<file path="config.mk">
export PLATFORM = sky130hd
export DESIGN_NAME = id_ex_stage
export DESIGN_NICKNAME = d
export VERILOG_FILES = /design/src/rtl/mips_pkg.sv /design/src/rtl/load_use_detect.sv /design/src/rtl/id_ex_stage.sv
export SDC_FILE = /design/constraint.sdc
export NUM_CORES = 1
export LEC_CHECK = 0
export ABC_AREA = 1
export BUFFER_PORTS_ARGS = -buffer_cell sky130_fd_sc_hd__clkbuf_2
export CORE_UTILIZATION = 34
export CTS_CLUSTER_DIAMETER = 120
export DETAILED_ROUTE_END_ITERATION = 8
export GPL_ROUTABILITY_DRIVEN = 0
export PLACE_DENSITY = 0.72
export SLEW_MARGIN = 0
export SYNTH_ARGS = -nofsm -noshare
export SYNTH_HDL_FRONTEND = slang
export SYNTH_SLANG_ARGS = --single-unit
</file>
<file path="constraint.sdc">
create_clock -name clk -period 1.4 [get_ports clk]
set_input_delay 0.07 -clock clk [delete_from_list [all_inputs] [get_ports clk]]
set_output_delay 0.07 -clock clk [all_outputs]
set_load 0.01 [all_outputs]
</file>
<file path="src/rtl/mips_pkg.sv">
// Shared definitions for the five-stage MIPS core.
//   DATA_W / REG_W / ALUOP_W : datapath, register specifier and ALU op class widths
//   BCNT_W                   : width of the pipeline bubble counter
//   alu_op_e                 : ALU op class encodings
//   ctrl_t                   : decoded control bundle carried from ID into EX
package mips_pkg;

  localparam int unsigned DATA_W  = 32;
  localparam int unsigned REG_W   = 5;
  localparam int unsigned ALUOP_W = 2;
  localparam int unsigned BCNT_W  = 16;

  typedef enum logic [ALUOP_W-1:0] {
    ALU_ADD   = 2'b00,
    ALU_SUB   = 2'b01,
    ALU_RTYPE = 2'b10
  } alu_op_e;

  typedef struct packed {
    logic               reg_write;
    logic               mem_to_reg;
    logic               mem_read;
    logic               mem_write;
    logic               alu_src;
    logic               reg_dst;
    logic [ALUOP_W-1:0] alu_op;
  } ctrl_t;

endpackage

</file>
<file path="src/rtl/load_use_detect.sv">
// Load-use hazard detector: raises stall when the load now in EX writes a
// register that the instruction in ID reads.
//   ex_valid, ex_mem_read, ex_rt : the instruction currently in EX
//   id_valid, id_rs, id_rt       : the instruction currently in ID
//   id_uses_rt                   : ID reads rt as a source operand
//   stall                        : combinational hazard flag
module load_use_detect
  import mips_pkg::*;
(
  input  logic             ex_valid,
  input  logic             ex_mem_read,
  input  logic [REG_W-1:0] ex_rt,
  input  logic             id_valid,
  input  logic [REG_W-1:0] id_rs,
  input  logic [REG_W-1:0] id_rt,
  input  logic             id_uses_rt,
  output logic             stall
);

  // $zero as load target is never a real dependency
  assign stall = ex_valid & ex_mem_read & (ex_rt != '0) & id_valid &
                 ((ex_rt == id_rs) | (id_uses_rt & (ex_rt == id_rt)));

endmodule

</file>
<file path="src/rtl/id_ex_stage.sv">
// ID/EX pipeline register with load-use bubble insertion and a saturating
// bubble counter.
//   Inputs : clk, rst_n (sync, active low), id_* decoded instruction, flush
//   Outputs: ex_* registered instruction, stall (combinational), bubble_cnt
// Build option: LOAD_USE_DETECT_EN enables load-use hazard detection; when it
// is undefined stall is tied low and only flush creates bubbles.
module id_ex_stage
  import mips_pkg::*;
(
  input  logic               clk,
  input  logic               rst_n,
  input  logic               id_valid,
  input  logic [DATA_W-1:0]  id_pc4,
  input  logic [DATA_W-1:0]  id_rs_data,
  input  logic [DATA_W-1:0]  id_rt_data,
  input  logic [DATA_W-1:0]  id_imm_ext,
  input  logic [REG_W-1:0]   id_rs,
  input  logic [REG_W-1:0]   id_rt,
  input  logic [REG_W-1:0]   id_rd,
  input  logic               id_uses_rt,
  input  logic               id_reg_write,
  input  logic               id_mem_to_reg,
  input  logic               id_mem_read,
  input  logic               id_mem_write,
  input  logic               id_alu_src,
  input  logic               id_reg_dst,
  input  logic [ALUOP_W-1:0] id_alu_op,
  input  logic               flush,
  output logic               ex_valid,
  output logic [DATA_W-1:0]  ex_pc4,
  output logic [DATA_W-1:0]  ex_rs_data,
  output logic [DATA_W-1:0]  ex_rt_data,
  output logic [DATA_W-1:0]  ex_imm_ext,
  output logic [REG_W-1:0]   ex_rs,
  output logic [REG_W-1:0]   ex_rt,
  output logic [REG_W-1:0]   ex_rd,
  output logic               ex_reg_write,
  output logic               ex_mem_to_reg,
  output logic               ex_mem_read,
  output logic               ex_mem_write,
  output logic               ex_alu_src,
  output logic               ex_reg_dst,
  output logic [ALUOP_W-1:0] ex_alu_op,
  output logic               stall,
  output logic [BCNT_W-1:0]  bubble_cnt
);

  localparam logic [BCNT_W-1:0] CNT_MAX = '1;

  ctrl_t id_ctrl;
  ctrl_t ex_ctrl;
  logic  bubble_c;

  // Pack the ID control bits into the shared bundle
  assign id_ctrl = '{reg_write:  id_reg_write,
                     mem_to_reg: id_mem_to_reg,
                     mem_read:   id_mem_read,
                     mem_write:  id_mem_write,
                     alu_src:    id_alu_src,
                     reg_dst:    id_reg_dst,
                     alu_op:     id_alu_op};

  assign ex_reg_write  = ex_ctrl.reg_write;
  assign ex_mem_to_reg = ex_ctrl.mem_to_reg;
  assign ex_mem_read   = ex_ctrl.mem_read;
  assign ex_mem_write  = ex_ctrl.mem_write;
  assign ex_alu_src    = ex_ctrl.alu_src;
  assign ex_reg_dst    = ex_ctrl.reg_dst;
  assign ex_alu_op     = ex_ctrl.alu_op;

`ifdef LOAD_USE_DETECT_EN
  load_use_detect u_load_use_detect (
    .ex_valid    (ex_valid),
    .ex_mem_read (ex_ctrl.mem_read),
    .ex_rt       (ex_rt),
    .id_valid    (id_valid),
    .id_rs       (id_rs),
    .id_rt       (id_rt),
    .id_uses_rt  (id_uses_rt),
    .stall       (stall)
  );
`else
  // Software schedules load delay slots; rt-use information is not needed
  logic unused_id_uses_rt;
  assign unused_id_uses_rt = id_uses_rt;
  assign stall             = 1'b0;
`endif

  // flush and stall together still collapse into one bubble
  assign bubble_c = flush | stall;

  // Pipeline register: reset > bubble > load
  always_ff @(posedge clk) begin
    if (!rst_n) begin
      ex_valid   <= 1'b0;
      ex_ctrl    <= '0;
      ex_pc4     <= '0;
      ex_rs_data <= '0;
      ex_rt_data <= '0;
      ex_imm_ext <= '0;
      ex_rs      <= '0;
      ex_rt      <= '0;
      ex_rd      <= '0;
      bubble_cnt <= '0;
    end else if (bubble_c) begin
      ex_valid   <= 1'b0;
      ex_ctrl    <= '0;
      ex_pc4     <= '0;
      ex_rs_data <= '0;
      ex_rt_data <= '0;
      ex_imm_ext <= '0;
      ex_rs      <= '0;
      ex_rt      <= '0;
      ex_rd      <= '0;
      // Only squashed real instructions count, and the count saturates
      if (id_valid && (bubble_cnt != CNT_MAX)) begin
        bubble_cnt <= bubble_cnt + BCNT_W'(1);
      end
    end else begin
      ex_valid   <= id_valid;
      ex_ctrl    <= id_valid ? id_ctrl : '0;
      ex_pc4     <= id_pc4;
      ex_rs_data <= id_rs_data;
      ex_rt_data <= id_rt_data;
      ex_imm_ext <= id_imm_ext;
      ex_rs      <= id_rs;
      ex_rt      <= id_rt;
      ex_rd      <= id_rd;
    end
  end

endmodule

</file>
After elaboration in Yosys (flattened, before gate mapping)

Cells that the tools add are included.

Bits in registers: 168
Output and inout bits: 169
Word-level logic and storage cells: 24

$add $sub $neg: 1
Equality and inequality tests: 1
Bitwise gates (word level): 2
Reductions and logical operators: 4

Operators by type and width:

| kind                  | count |
|---|---|
| $add 16x1->16 const B | 1 |
| $ne 16x16->1 const B  | 1 |
| $reduce_or 3->1       | 1 |
| $not 1->1             | 2 |
| $reduce_and 2->1      | 1 |
| $reduce_or 2->1       | 1 |
| $logic_and 1x1->1     | 1 |

Longest topological paths before layout

Gate-level depths: netlist of the first run.

Depth in word-level cells: 3
Depth in mapped cells: 10
Mapped depth without buffers: 9

Worst setup path after synthesis of the first run

Ideal clock, no wire load.

Path kind: flip-flop to flip-flop
Start point: register bubble_cnt[0]
End point: register bubble_cnt[7]
Setup time: 0.113 ns
Arrival: 1.281 ns
Setup slack: 0.006 ns
Stages on the path, launching flop included: 10
Path through: dfxtp_1 -> ha_1 -> nand3_1 -> nor2_2 -> nand2_4 -> nand2_4 -> buf_8 -> nand2_1 -> nand2_1 -> nor2_1

Longest elaborated chain between the ends: 3
Elaborated cells between the ends (all ways): 4
Those cells by class: add/sub: 1; eq/ne: 1; reduce/logical: 2

Ends and longest elaborated chain:

| element                                               | line               | text |
|---|---|---|
| start, declared                                       | id_ex_stage.sv:45  | `output logic [BCNT_W-1:0] bubble_cnt` |
| start signal, assigned                                | id_ex_stage.sv:117 | `bubble_cnt <= bubble_cnt + BCNT_W'(1);` |
| branches (longest 3 deep; another with $add 16x1->16) | -                  |  |

Parallel ways; which one is timed is not known.
A chain may end at the register's enable or synchronous reset.

Worst setup path in the final report of the first run

Start point: register bubble_cnt[1]
End point: register bubble_cnt[14]

Same word-level chain as after synthesis.

==> results of run 1 <==
-- power groups by stage --
stage	Sequential, mW	Combinational [mW]	Clock (mW)
after floorplan	5.23	0.280	0
final	5.04	1.21	4.43
after CTS	5.03	1.18	4.54
after detailed placement	5.14	0.832	0
after global placement	5.13	0.823	0
after global routing	5.05	1.32	4.75
-- cells in the mapped netlist (all sizes together) --
| master | number |
|---|---|
| nor2 | 202 |
| dfxtp | 168 |
| inv | 171 |
| ha | 1 |
| nor3 | 1 |
| a21oi | 2 |
| buf | 12 |
| clkinv | 1 |
| clkbuf | 7 |
| nand3 | 8 |
| o21ai | 3 |
| nand2 | 65 |
| xor2 | 2 |
| nand3b | 1 |
| conb | 1 |
-- routing by layer --
layer	GRT usage [%]	share of wire, %	vias up
met2	40.7	53	231
met3	7.29	7.3	38
met5	0	0	-
li1	-	-	2750
met4	9.38	3.0	0
met1	19.9	37	2455
-- cells by family (layout without fill, tap and decap cells) --
group	Yosys count	in the layout	synth area share [%]
AOI/OAI and AO/OA	5	5	0.470
xor gates and xnor gates	2	2	0.329
adders and majority gates	1	1	0.235
buffers and inverters	191	688	14.8
DFF	168	168	63.2
other	1	3	0.0705
and+or+nand+nor	277	277	20.9
-- worst min-delay path: cells and delay by family --
kind          cells  cell delay [ps]
buf+inv           2              190
simple gates      1              200
-- timing repair --
action | in CTS | in global routing
endpoints found under the setup margin | 0 | 15
resized for setup | 0 | 16
hold endpoints to repair | 151 | 0
hold buffers | 151 | 0
-- cell type report --
| class | count | area [µm²] |
|---|---|---|
| sequential | 168 | 3370 |
| fill | 1203 | 5960 |
| clock buffer | 22 | 484 |
| clock inverter | 10 | 82.6 |
| antenna | 2 | 5.00 |
| multi-input combinational | 286 | 1220 |
| timing repair buffer | 484 | 3230 |
| inverter | 172 | 649 |
| tap | 211 | 264 |
-- worst max-delay path by stage --
stage,start,endpoint,cells past startpoint
finish,bubble_cnt[1],bubble_cnt[14],8
global route,bubble_cnt[0],bubble_cnt[9],8
CTS,bubble_cnt[1],bubble_cnt[12],8
detailed placement,bubble_cnt[1],bubble_cnt[12],8
global placement,bubble_cnt[1],bubble_cnt[0],9
floorplan,bubble_cnt[0],bubble_cnt[7],9
-- metrics by stage --
step,hold slack [ps],instance area [µm²],TNS [ps]
after global routing,83.2,9300,-107
final,87.0,9300,0
after detailed placement,271,7160,0
after floorplan,182,5320,0
after global placement,267,7160,0
after CTS,73.0,9240,0
==> metrics, run 1 <==
worst hold endpoint ex_valid; reg2reg end bubble_cnt[14]; Area contributors post-synth dfxtp_1, nor2_1, inv_1; Mapped Cells 645; Critical Path End Type register; Clock Pin Slew Worst Setup and Hold Paths 60 ps; dpl ws 28.5 ps; max_cap viols 0; Slew HR 64.2%; setup violators final 0; clock skew 5.19 ps; area share of the largest cell type after synthesis 63.2%; R2R Setup Slk 70 ps; die width 127 µm; final WL 17,300 µm; crit path kind register to register; Synth Net Count 802; post-DP HPWL 10,500 µm; Psw 2.56 mW; CP required 1700 ps; sw frac 24.0%; number of synthesized register bits 168; most common cell after layout, fill and taps aside clkbuf_2; pin count of the biggest net entering global routing 54; via count 5,474; Die Y 127 µm; status complete, no violations; Setup Buffers After CTS 0; P per Cell Area 1150 nW/µm²; Tot GR Track Use 21.0%; Final Non-Filler Cells 1,355; vias in the first global route 5,671; Reg2Reg Depth 8; most frequent cells in the layout clkbuf_2, nor2_1, inv_1; Hold Startpoint id_valid; cell family with most CP delay simple AND/OR/NAND/NOR gates; FF-to-FF Start bubble_cnt[1]; crit start category register; post-synthesis area per instance 8.25 µm²; Area Growth Syn to Fin 74.8%; crit-path cells ha_2, nand3_2, inv_2, nand3_1, nor2_1, nand3_1, nand2_1, nor2_1; layout cells sized above 1 34.2%; Critical Path Fanout Max 4; Syn. warnings 0; via-per-instance ratio 4.04; first-pass GRT wire length 26,300 µm; row cnt 45; Critical Path AT 1630 ps; Fin. Hold Viols 0; Internal 8.12 mW; initial core utilization 34.9%; clock share of power 41.5%; Detail Route Antenna Nets 0; Final Power 10.7 mW; H-tree levels 4; worst hold stages 3; slowest library cell on the worst path dfxtp_2; Clock Tree Root clkbuf_16; TritonCTS Sinks 168; final critical-path required period 1330 ps; Crit path buffers/inverters 1; sequential share of power 47.2%; Seq/Total Area, Yosys 63.2%; biggest cell delay along the critical path 360 ps; Logic pwr share 11.4%; IO Pins 325; total gr overflow 0; wire per inst 12.8 µm; initial antenna violation count 2; Worst Tran Pin Value 537 ps; drt pass-1 iters 4; Port Buffers 322; RSZ-0062 raised after global routing true; CTS tree yes; DR iter-0 viols 166; HP Class primary input to register; area leader, netlist dfxtp_1; # nets final 1,286; Max Clk Rate 750 MHz; Slew Limit Fails 0; Die Area 16,200 µm²; static leakage 5.27 nW; clock buffer depth 2; worst skew pair latency 410 ps; mapped cell area 5320 µm²; Final period util 95.3%; final worst slack 66.0 ps; TritonCTS Buffers 17; Core Util, Final 61.0%; # DRC 0; peak supply drop 0.788 mV; Cells after DPL 1,170; distinct cell type count after synthesis 24; Core Box Area 15,300 µm²
Note: power is estimated with default switching activity, not from simulation.
==> inputs of run 2 (changes only) <==
--- a/config.mk
+++ b/config.mk
@@ -7,11 +7,12 @@
 export LEC_CHECK = 0
 export ABC_AREA = 1
 export BUFFER_PORTS_ARGS = -buffer_cell sky130_fd_sc_hd__clkbuf_2
-export CORE_UTILIZATION = 34
+export CORE_AREA = 2 2 125 127
 export CTS_CLUSTER_DIAMETER = 120
 export DETAILED_ROUTE_END_ITERATION = 8
+export DIE_AREA = 0 0 127 129
 export GPL_ROUTABILITY_DRIVEN = 0
-export PLACE_DENSITY = 0.72
+export PLACE_DENSITY = 0.75
 export SLEW_MARGIN = 0
 export SYNTH_ARGS = -nofsm -noshare
 export SYNTH_HDL_FRONTEND = slang
==> run 2 against run 1 <==
Against the previous run:
- fmax grew 1.4%
- clock power is 4% higher
- register-to-register slack better by 20 ps
- via count grew 0.90%
- sequential share of layout area is essentially flat
- hold slack worse by 11 ps
- sequential power is essentially flat
- design area about the same
- combinational power about the same
- critical endpoint is now bubble_cnt[12]
- largest cell class unchanged
==> metrics, run 2 (synthesized netlist as in run 1, its figures left out) <==
status complete, no violations; WHS 76.1 ps; final instance area 9310 µm²; Final Power 10.9 mW; FF-to-FF Start bubble_cnt[1]; Detail Route Antenna Nets 0; Core Box Area 15,000 µm²; worst skew pair latency 420 ps; crit-path cells ha_2, nand3_2, inv_2, nand2_4, nor2_4, nand2_1, nor3_1, nor2_1; layout cells sized above 1 34.4%; max_cap viols 0; IO Pins 325; final worst slack 84.7 ps; # DRC 0; Port Buffers 322; DP Area 7150 µm²; RSZ-0062 raised after global routing true; P per Cell Area 1170 nW/µm²; Core Util, Final 62.1%; CP startpoint bubble_cnt[1]; final WL 18,000 µm; Final period util 94.0%; Multi-input gate area 1220 µm²; Max Clk Rate 760 MHz; pin count of the biggest net entering global routing 39; biggest cell delay along the critical path 360 ps; setup violators final 0; Clock Pin Slew Worst Setup and Hold Paths 70 ps; Slew Limit Fails 0; static leakage 5.28 nW; Critical Path AT 1630 ps; Cells after DPL 1,149; most common cell after layout, fill and taps aside clkbuf_2; TritonCTS Sinks 168; Critical Path Fanout Max 4; final critical-path required period 1320 ps; crit path kind register to register; clock buffer depth 2; total gr overflow 0; CTS tree yes; row cnt 45; via count 5,523; dpl ws -2.04 ps; wire per inst 13.5 µm; Critical Path End Type register; vias in the first global route 5,688; # nets final 1,288; initial antenna violation count 2; initial core utilization 35.5%; crit start category register; setup TNS 0 ps; drt pass-1 iters 4; Sequential Area 3370 µm²; Tot GR Track Use 21.6%; Fin. Hold Viols 0; Area Growth Syn to Fin 75.0%; Final Non-Filler Cells 1,333; peak supply drop 0.756 mV; Clock Tree Root clkbuf_16; DR iter-0 viols 258; slowest library cell on the worst path dfxtp_2; HP Class primary input to register; first-pass GRT wire length 27,400 µm; Die Area 16,400 µm²; Die Y 129 µm; most frequent cells in the layout clkbuf_2, nor2_1, inv_1; H-tree levels 4; clock skew 9.29 ps; die width 127 µm; CP required 1710 ps; post-DP HPWL 10,800 µm; via-per-instance ratio 4.14; TritonCTS Buffers 17; Hold Startpoint rst_n; Setup Buffers After CTS 0; FILL cells 1,124
==> run 2: cell count changes in the layout (fill, tap and decap cells not counted), moves of 2 or more <==
cell	previous run	this run
clkinvlp_4	1	3
clkinv_8	0	2
inv_8	0	2
buf_4	9	11
clkbuf_8	4	0
clkinv_4	4	2
==> run 2: final cells by class <==
| cell class | instances | area share [%] |
|---|---|---|
| inverters | 172 | 6.98 |
| diodes | 1 | 0.0269 |
| repair buffers | 486 | 34.9 |
| multi-input cells | 286 | 13.1 |
| flip-flops and latches | 168 | 36.2 |
| clock inverters | 14 | 1.72 |
| clock buffers | 18 | 4.61 |
| well taps | 188 | 2.53 |
==> run 2: worst max-delay path: cells and delay by family, from the launching register on <==
kind          cells  cell delay (ps)
flops             1              360
buf+inv           1              110
simple gates      6              550
fa+ha+maj         1              190
==> run 2: timing repair <==
action / CTS / global route
resized for setup: 1 / 16
gates cloned: 0 / 0
pin swaps: 0 / 2
hold buffers: 151 / 0
setup endpoints to repair: 2 / 16
endpoints found under the hold margin: 151 / 0
==> run 2: worst paths after layout <==
path,cells after the start,slack (ps),end
min reg2reg,2,540,bubble_cnt[4]
max reg2reg,8,80,bubble_cnt[12]
min,4,80,bubble_cnt[8]
max,8,80,bubble_cnt[12]
==> run 2: routing by layer <==
| layer | vias up | track usage (%) | share of wire (%) |
|---|---|---|---|
| met5 | - | 0 | 0.061 |
| met4 | 2 | 10.0 | 3.1 |
| met3 | 48 | 7.82 | 8.2 |
| met2 | 262 | 40.7 | 53 |
| met1 | 2455 | 21.1 | 36 |
| li1 | 2756 | - | - |
==> run 2: power breakdown <==
group / switching [mW] / total, mW / internal (mW)
Sequential: 0.0713 / 5.04 / 4.97
Clock: 2.07 / 4.60 / 2.53
Combinational: 0.567 / 1.23 / 0.664
Total: 2.71 / 10.9 / 8.16
